[src/rtl/uart_tx_frame_engine.sv]
`default_nettype none
// ============================================================================
//  Module      : uart_tx_frame_engine
//  Description : Parametrised UART transmitter with an internal baud divider,
//                configurable data width, parity and stop bits. Words arrive
//                over a valid/ready handshake into a one-deep holding register,
//                so consecutive frames can run with no idle gap.
//  Ports       : clk        - system clock, rising edge
//                rst        - asynchronous active-high reset
//                tx_data    - word to send, sampled on accept
//                tx_valid   - tx_data is valid
//                tx_ready   - holding register empty (accept = valid & ready)
//                tx_pin_out - serial line, idles high
//                busy       - frame in progress
//                frame_done - one-cycle pulse in the last cycle of the frame
//  Revision    : 1.0 - initial release
// ============================================================================
module uart_tx_frame_engine #(
    parameter int CLK_DIV   = 434,
    parameter int DATA_BITS = 8,
    parameter int PARITY    = 0,
    parameter int STOP_BITS = 1
) (
    input  logic                 clk,
    input  logic                 rst,
    input  logic [DATA_BITS-1:0] tx_data,
    input  logic                 tx_valid,
    output logic                 tx_ready,
    output logic                 tx_pin_out,
    output logic                 busy,
    output logic                 frame_done
);

    localparam int c_cnt_w = (CLK_DIV > 1) ? $clog2(CLK_DIV) : 1;
    localparam int c_bit_w = $clog2(DATA_BITS + 1);

    localparam logic [c_cnt_w-1:0] c_baud_last    = c_cnt_w'(CLK_DIV - 1);
    localparam logic [c_cnt_w-1:0] c_baud_prelast = c_cnt_w'(CLK_DIV - 2);
    localparam logic [c_bit_w-1:0] c_data_last    = c_bit_w'(DATA_BITS - 1);
    localparam logic [c_bit_w-1:0] c_stop_last    = c_bit_w'(STOP_BITS - 1);

    typedef enum logic [2:0] {
        S_IDLE  = 3'd0,
        S_START = 3'd1,
        S_DATA  = 3'd2,
        S_PAR   = 3'd3,
        S_STOP  = 3'd4
    } state_t;

    initial begin
        if (CLK_DIV < 2)
            $error("uart_tx_frame_engine: CLK_DIV must be >= 2");
        if (DATA_BITS < 5 || DATA_BITS > 9)
            $error("uart_tx_frame_engine: DATA_BITS must be 5..9");
        if (PARITY < 0 || PARITY > 2)
            $error("uart_tx_frame_engine: PARITY must be 0, 1 or 2");
        if (STOP_BITS < 1 || STOP_BITS > 2)
            $error("uart_tx_frame_engine: STOP_BITS must be 1 or 2");
    end

    state_t                 r_state;
    logic [c_cnt_w-1:0]     r_baud;
    logic [c_bit_w-1:0]     r_bit_cnt;
    logic [DATA_BITS-1:0]   r_shift;
    logic [DATA_BITS-1:0]   r_word;
    logic [DATA_BITS-1:0]   r_hold;
    logic                   r_hold_full;

    logic w_accept;
    logic w_bit_end;
    logic w_frame_end;
    logic w_bypass;
    logic w_par_bit;

    assign w_accept    = tx_valid & tx_ready;
    assign w_bit_end   = (r_baud == c_baud_last);
    assign w_frame_end = (r_state == S_STOP) && w_bit_end && (r_bit_cnt == c_stop_last);
    // A word accepted on the very edge that closes a frame (hold empty) goes
    // straight into the shifter so the next start bit follows with no gap.
    assign w_bypass    = w_frame_end && !r_hold_full && w_accept;
    // Parity is taken from the latched copy of the word, not the shifter.
    assign w_par_bit   = (PARITY == 1) ? ~^r_word : ^r_word;

    always_ff @(posedge clk or posedge rst) begin
        if (rst) begin
            r_state     <= S_IDLE;
            r_baud      <= '0;
            r_bit_cnt   <= '0;
            r_shift     <= '0;
            r_word      <= '0;
            r_hold      <= '0;
            r_hold_full <= 1'b0;
            tx_ready    <= 1'b1;
            tx_pin_out  <= 1'b1;
            busy        <= 1'b0;
            frame_done  <= 1'b0;
        end else begin
            // Registered pulse: asserted for the cycle in which the counter
            // sits on its terminal value of the final stop bit.
            frame_done <= (r_state == S_STOP) && (r_bit_cnt == c_stop_last)
                          && (r_baud == c_baud_prelast);

            if (w_accept && !w_bypass) begin
                r_hold      <= tx_data;
                r_hold_full <= 1'b1;
                tx_ready    <= 1'b0;
            end

            case (r_state)
                S_IDLE: begin
                    r_baud <= '0;
                    if (r_hold_full) begin
                        r_shift     <= r_hold;
                        r_word      <= r_hold;
                        r_hold_full <= 1'b0;
                        tx_ready    <= 1'b1;
                        r_state     <= S_START;
                        tx_pin_out  <= 1'b0;
                        busy        <= 1'b1;
                    end
                end

                S_START: begin
                    if (w_bit_end) begin
                        r_baud     <= '0;
                        r_bit_cnt  <= '0;
                        r_state    <= S_DATA;
                        tx_pin_out <= r_shift[0];
                    end else begin
                        r_baud <= r_baud + 1'b1;
                    end
                end

                S_DATA: begin
                    if (w_bit_end) begin
                        r_baud  <= '0;
                        r_shift <= {1'b0, r_shift[DATA_BITS-1:1]};
                        if (r_bit_cnt == c_data_last) begin
                            r_bit_cnt <= '0;
                            if (PARITY != 0) begin
                                r_state    <= S_PAR;
                                tx_pin_out <= w_par_bit;
                            end else begin
                                r_state    <= S_STOP;
                                tx_pin_out <= 1'b1;
                            end
                        end else begin
                            r_bit_cnt  <= r_bit_cnt + 1'b1;
                            tx_pin_out <= r_shift[1];
                        end
                    end else begin
                        r_baud <= r_baud + 1'b1;
                    end
                end

                S_PAR: begin
                    if (w_bit_end) begin
                        r_baud     <= '0;
                        r_bit_cnt  <= '0;
                        r_state    <= S_STOP;
                        tx_pin_out <= 1'b1;
                    end else begin
                        r_baud <= r_baud + 1'b1;
                    end
                end

                S_STOP: begin
                    if (w_bit_end) begin
                        r_baud <= '0;
                        if (r_bit_cnt == c_stop_last) begin
                            r_bit_cnt <= '0;
                            if (r_hold_full) begin
                                r_shift     <= r_hold;
                                r_word      <= r_hold;
                                r_hold_full <= 1'b0;
                                tx_ready    <= 1'b1;
                                r_state     <= S_START;
                                tx_pin_out  <= 1'b0;
                            end else if (w_accept) begin
                                r_shift    <= tx_data;
                                r_word     <= tx_data;
                                r_state    <= S_START;
                                tx_pin_out <= 1'b0;
                            end else begin
                                r_state    <= S_IDLE;
                                tx_pin_out <= 1'b1;
                                busy       <= 1'b0;
                            end
                        end else begin
                            r_bit_cnt <= r_bit_cnt + 1'b1;
                        end
                    end else begin
                        r_baud <= r_baud + 1'b1;
                    end
                end

                default: begin
                    r_state    <= S_IDLE;
                    r_baud     <= '0;
                    r_bit_cnt  <= '0;
                    tx_pin_out <= 1'b1;
                    busy       <= 1'b0;
                end
            endcase
        end
    end

endmodule
`default_nettype wire
[config.mk]
export PLATFORM = sky130hd
export DESIGN_NAME = uart_tx_frame_engine
export DESIGN_NICKNAME = d
export VERILOG_FILES = /design/src/rtl/uart_tx_frame_engine.sv
export SDC_FILE = /design/constraint.sdc
export NUM_CORES = 1
export LEC_CHECK = 0
export CAP_MARGIN = 5
export CORE_MARGIN = 2
export CORE_UTILIZATION = 45
export CTS_CLUSTER_SIZE = 20
export DETAILED_ROUTE_END_ITERATION = 10
export PLACE_DENSITY_LB_ADDON = 0.3
export SETUP_SLACK_MARGIN = 0.02
export SLEW_MARGIN = 10
export SYNTH_ARGS = -nofsm -noshare
export SYNTH_HDL_FRONTEND = slang
export SYNTH_SLANG_ARGS = --single-unit
[constraint.sdc]
create_clock -name clk -period 2.4 [get_ports clk]
set_clock_uncertainty 0.15 [all_clocks]
set_input_delay 0.48 -clock clk [delete_from_list [all_inputs] [get_ports clk]]
set_output_delay 0.48 -clock clk [all_outputs]
set_load 0.02 [all_outputs]
# Word level (Yosys, flattened, before mapping)
# Index checks and enable logic that the tools add are counted.
# totals
output_inout_bits,4
register_bits,37
# classes
mux,51
n_eq_ne,18
reduce_logical,20
n_addsub,2
bitwise,3
# ops
cell,count
$mux W8,6
$mux W1,24
$pmux W8 S3,1
$mux W3,7
$mux W4,5
$eq A9 B9 Y1 const B,2
$mux W9,2
$reduce_and A6 Y1,3
$ne A2 B2 Y1 const B,8
$pmux W4 S4,1
$pmux W3 S5,1
$add A9 B1 Y9 const B,1
$logic_and A1 B1 Y1,7
$reduce_and A7 Y1,1
$eq A3 B2 Y1 const B,2
$pmux W1 S5,1
$add A4 B1 Y4 const B,1
$eq A4 B3 Y1 const B,1
$logic_not A4 Y1,1
$ne A2 B1 Y1 const B,2
$pmux W1 S2,2
$reduce_and A4 Y1,1
$reduce_or A4 Y1,1
$eq A3 B1 Y1 const B,1
10 further kinds,12

# Logic depth before layout (Yosys ltp)
# logic_depth
ltp_word,12
depth_mapped,7

# Least setup slack after synthesis
# OpenSTA, ideal clock, no wires.
# synth_path
path_type,flip-flop to flip-flop
start,register r_bit_cnt[0]
end,register r_hold[0]
path_slack_ns,0.131
stages_incl_launch_ff,8
arrival_ns,1.994
n_path_buf,1
path_cell_list,dfrtp_1 inv_1 ha_1 or3b_2 clkbuf_1 nor4_4 a21oi_2 mux2_2
# synth_via
elab_chain_cells,6
# synth_rtl
element,line,text
"start, declared",63,logic [c_bit_w-1:0] r_bit_cnt;
"start signal, assigned",148,r_bit_cnt <= r_bit_cnt + 1'b1;
"start signal, assigned",190,r_bit_cnt <= r_bit_cnt + 1'b1;
$logic_not A4 Y1,77,assign w_frame_end = (r_state == S_STOP) && w_bit_end && (r_bit_cnt == c_stop_last);
$logic_and A1 B1 Y1,77,
$logic_and A1 B1 Y1 (2 in series),80,assign w_bypass = w_frame_end && !r_hold_full && w_accept;
$logic_not A1 Y1,103,if (w_accept && !w_bypass) begin
$logic_and A1 B1 Y1,103,
"end signal, assigned",104,r_hold <= tx_data;
"end, declared",66,logic [DATA_BITS-1:0] r_hold;
# Every way passes these cells.
# A chain may end at the register's enable or synchronous reset.

# Final worst setup path
# layout_path
start,register r_baud[6]
end,register r_hold[5]
# layout_via
elab_chain_cells,7
# layout_rtl
element,line,text
"start, declared",62,logic [c_cnt_w-1:0] r_baud;
"start signal, assigned",130,r_baud <= r_baud + 1'b1;
"start signal, assigned",152,r_baud <= r_baud + 1'b1;
"start signal, assigned",163,r_baud <= r_baud + 1'b1;
$eq A9 B9 Y1,76,assign w_bit_end = (r_baud == c_baud_last);
$logic_and A1 B1 Y1 (2 in series),77,
$logic_and A1 B1 Y1 (2 in series),80,
$logic_not A1 Y1,103,
$logic_and A1 B1 Y1,103,
# Every way passes these cells.

==> run metrics <==
R2R Setup Slk=approximately 130 ps; Async SR Flop Fraction=1.00; Layout fillers=405; Seq/Total Area, Yosys=0.461; worst reg-to-reg path cell count=5; largest net degree at the start of global routing=38; H-tree level count=2; max-cap viol count=0; Gate power share=0.353; I/O pin count=15; most frequent cells in the layout=dfrtp_1, inv_1, nor2_1, buf_4, clkdlybuf4s50_1; synthesized area=2010 µm²; busiest grt layer=met2; Die ar.=5020 µm²; Worst setup endpoint=r_hold[5]$_DFFE_PP0P_; CP Data Arrival Time=~2300 ps; static leakage=1.08 nW; RSZ-0062 raised after global routing=no; postcts setup bufs=0; #FFs+latches synth=37; wirelength, routed=4.02 mm; worst slew pin tran=678 ps; synth warn=0; via count=1,559; gr usage total=0.170; fin nets=238; Initial Util=0.466; Diodes inserted=0; switch share=0.346; Core ar.=between 4000 and 5000 µm²; Hold Worst Slack=358 ps; vias per cell=5.67; DRC=0; GR met1 Demand/Resource=0.240; gr ovfl total=0; Crit Path Max Fanout=8; DR WL/cell=around 15 µm; CTS max path bufs=2; multi-input logic area=990 µm²; clk sink count=37; DR iter-0 viols=110; final hold vios=0; Hold/Removal Path Class=flop to flop; chip height=70.9 µm; Finish-stage setup viols=0; Hold-fix buffers, CTS=0; die width=about 71 µm; CP Launch Point=r_baud[6]$_DFF_PP0_; most common cell after layout, fill and taps aside=dfrtp_1; sequential cell area=928 µm²; Cells after Synth=194; Final Max Slew Viols=0; net count after synthesis=210; Seq pwr share=0.448; Clock Power Share=0.199; area grow syn2layout=18.7%; clock slew at reported path FFs=roughly 80 ps; root buf cell=clkbuf_8; status=finished clean; M3 GR Usage=0.0299; CTS tree=done; layout cells sized above 1=0.193; first-pass GRT wire length=6.90 mm; count of input and output buffers=14; Slew HR=0.547; maximum vdd drop=0.479 mV; Skew-Pair Late Insertion Delay=between 200 and 300 ps; Max Clock Freq=441 MHz; hpwl dp=2.87 mm; reg-to-reg endpoint=r_hold[5]$_DFFE_PP0P_; final period utilization=0.946; routing usage on met2=0.267; internal power=1.40 mW; number of iterations in the first detailed-routing pass=6; P_sw=739 µW; cts repair resizes=0; number of global-route vias before repair=1,512; Data required, critical path=roughly 2400 ps; final antenna-violating net count=0; setup_tns=0 ps; final core utilization=0.553; TritonCTS Buffers=5; Power per Cell Area=~890 nW/µm²; EDFF count, synth=0; Primary FF master, synth=dfrtp_1; Setup Crit Path Kind=flop to flop; Final min period=approximately 2300 ps; worst r2r src=r_baud[6]$_DFF_PP0_; placer congestion estimate=0.793; Critical Path End Type=flop; initial antenna violation count=0; Syn Area/Cell=10.4 µm²; crit path launch type=flop; Synth cell types=50; Row Count=24
[worst min path at each step]
stage / start / end / slack, ps / cells past startpoint
finish: r_hold[5]$_DFFE_PP0P_ / r_hold[5]$_DFFE_PP0P_ / 360 / 1
floorplan: r_shift[7]$_DFFE_PP0P_ / r_shift[7]$_DFFE_PP0P_ / 330 / 1
global route: r_hold[6]$_DFFE_PP0P_ / r_hold[6]$_DFFE_PP0P_ / 380 / 1
CTS: r_hold[5]$_DFFE_PP0P_ / r_hold[5]$_DFFE_PP0P_ / 360 / 1
detailed placement: r_hold[5]$_DFFE_PP0P_ / r_hold[5]$_DFFE_PP0P_ / 350 / 1
global placement: r_hold[5]$_DFFE_PP0P_ / r_hold[5]$_DFFE_PP0P_ / 340 / 1
[metrics by stage]
stage / setup WS [ps] / instances / power, mW / instance area, µm²
after floorplan: 131 / 194 / 1.49 / 2010
after global placement: 111 / 267 / 1.70 / 2300
after CTS: 69.7 / 275 / 2.15 / 2390
final: 130 / 275 / 2.14 / 2390
after detailed placement: 96.7 / 267 / 1.72 / 2300
after global routing: 31.6 / 275 / 2.28 / 2390
[kinds of logic (layout without fill, tap and decap cells)]
family | Yosys count | count (layout) | synth area share
mux | 19 | 19 | 0.101
simple gates | 57 | 57 | 0.158
fa+ha+maj | 5 | 5 | 0.0311
compound gates | 43 | 43 | 0.169
flops | 37 | 37 | 0.461
buf+inv | 26 | 55 | 0.0491
xor+xnor | 7 | 7 | 0.0305
[layout make-up]
cell class,instances,share of cell area
Timing Repair Buffer,29,0.106
Inverter,18,0.0283
Clock buffer,5,0.0288
Multi-Input combinational cell,131,0.414
Sequential cell,37,0.388
Tap cell,52,0.0272
Clock inverter,3,0.00733
[cells in the mapped netlist (2+ instances only)]
cell type / count / area (µm²)
o211ai_1: 2 / 15.0
a21o_1: 2 / 15.0
ha_1: 5 / 62.6
a222oi_1: 7 / 70.1
inv_1: 18 / 67.6
o21ai_0: 5 / 25.0
dfrtp_1: 35 / 876
a21oi_1: 8 / 40.0
mux2_2: 9 / 101
nor3_1: 5 / 25.0
nand3_1: 8 / 40.0
xnor2_1: 6 / 52.6
o31a_1: 2 / 17.5
o21a_1: 3 / 22.5
mux2i_1: 9 / 90.1
nor2_1: 18 / 67.6
a211o_1: 2 / 17.5
clkbuf_1: 7 / 26.3
dfstp_2: 2 / 52.6
nor2b_1: 2 / 12.5
nor3b_1: 2 / 15.0
nand2_1: 8 / 30.0
o21bai_1: 2 / 15.0
[worst max-delay path, stage by stage (launching register included)]
cell and delay, ps:
dfrtp_1 410, or4b_4 590, buf_4 170, nor4_4 310, a21oi_2 200, mux2_2 310
[sequential cells by signal, indices dropped and copies added (netlist names)]
name,flops
busy,1
frame_done,1
r_baud,9
r_bit_cnt,4
r_hold,8
r_hold_full,1
r_shift,8
r_state,3
tx_pin_out,1
tx_ready,1
[routing by layer]
metal / part of all wire / vias up
met3: 0.023 / 5
met2: 0.46 / 19
met5: 0 / -
met1: 0.51 / 777
li1: - / 758
met4: 0.012 / 0
[power groups by stage]
stage               combinational (mW)  clock [mW]  sequential, mW
finish                           0.755       0.424           0.957
global route                     0.841       0.463           0.981
CTS                              0.758       0.436           0.955
detailed placement               0.752           0           0.967
global placement                 0.739           0           0.958
floorplan                        0.529           0           0.957
No activity file was read; power rests on OpenSTA's default activity.
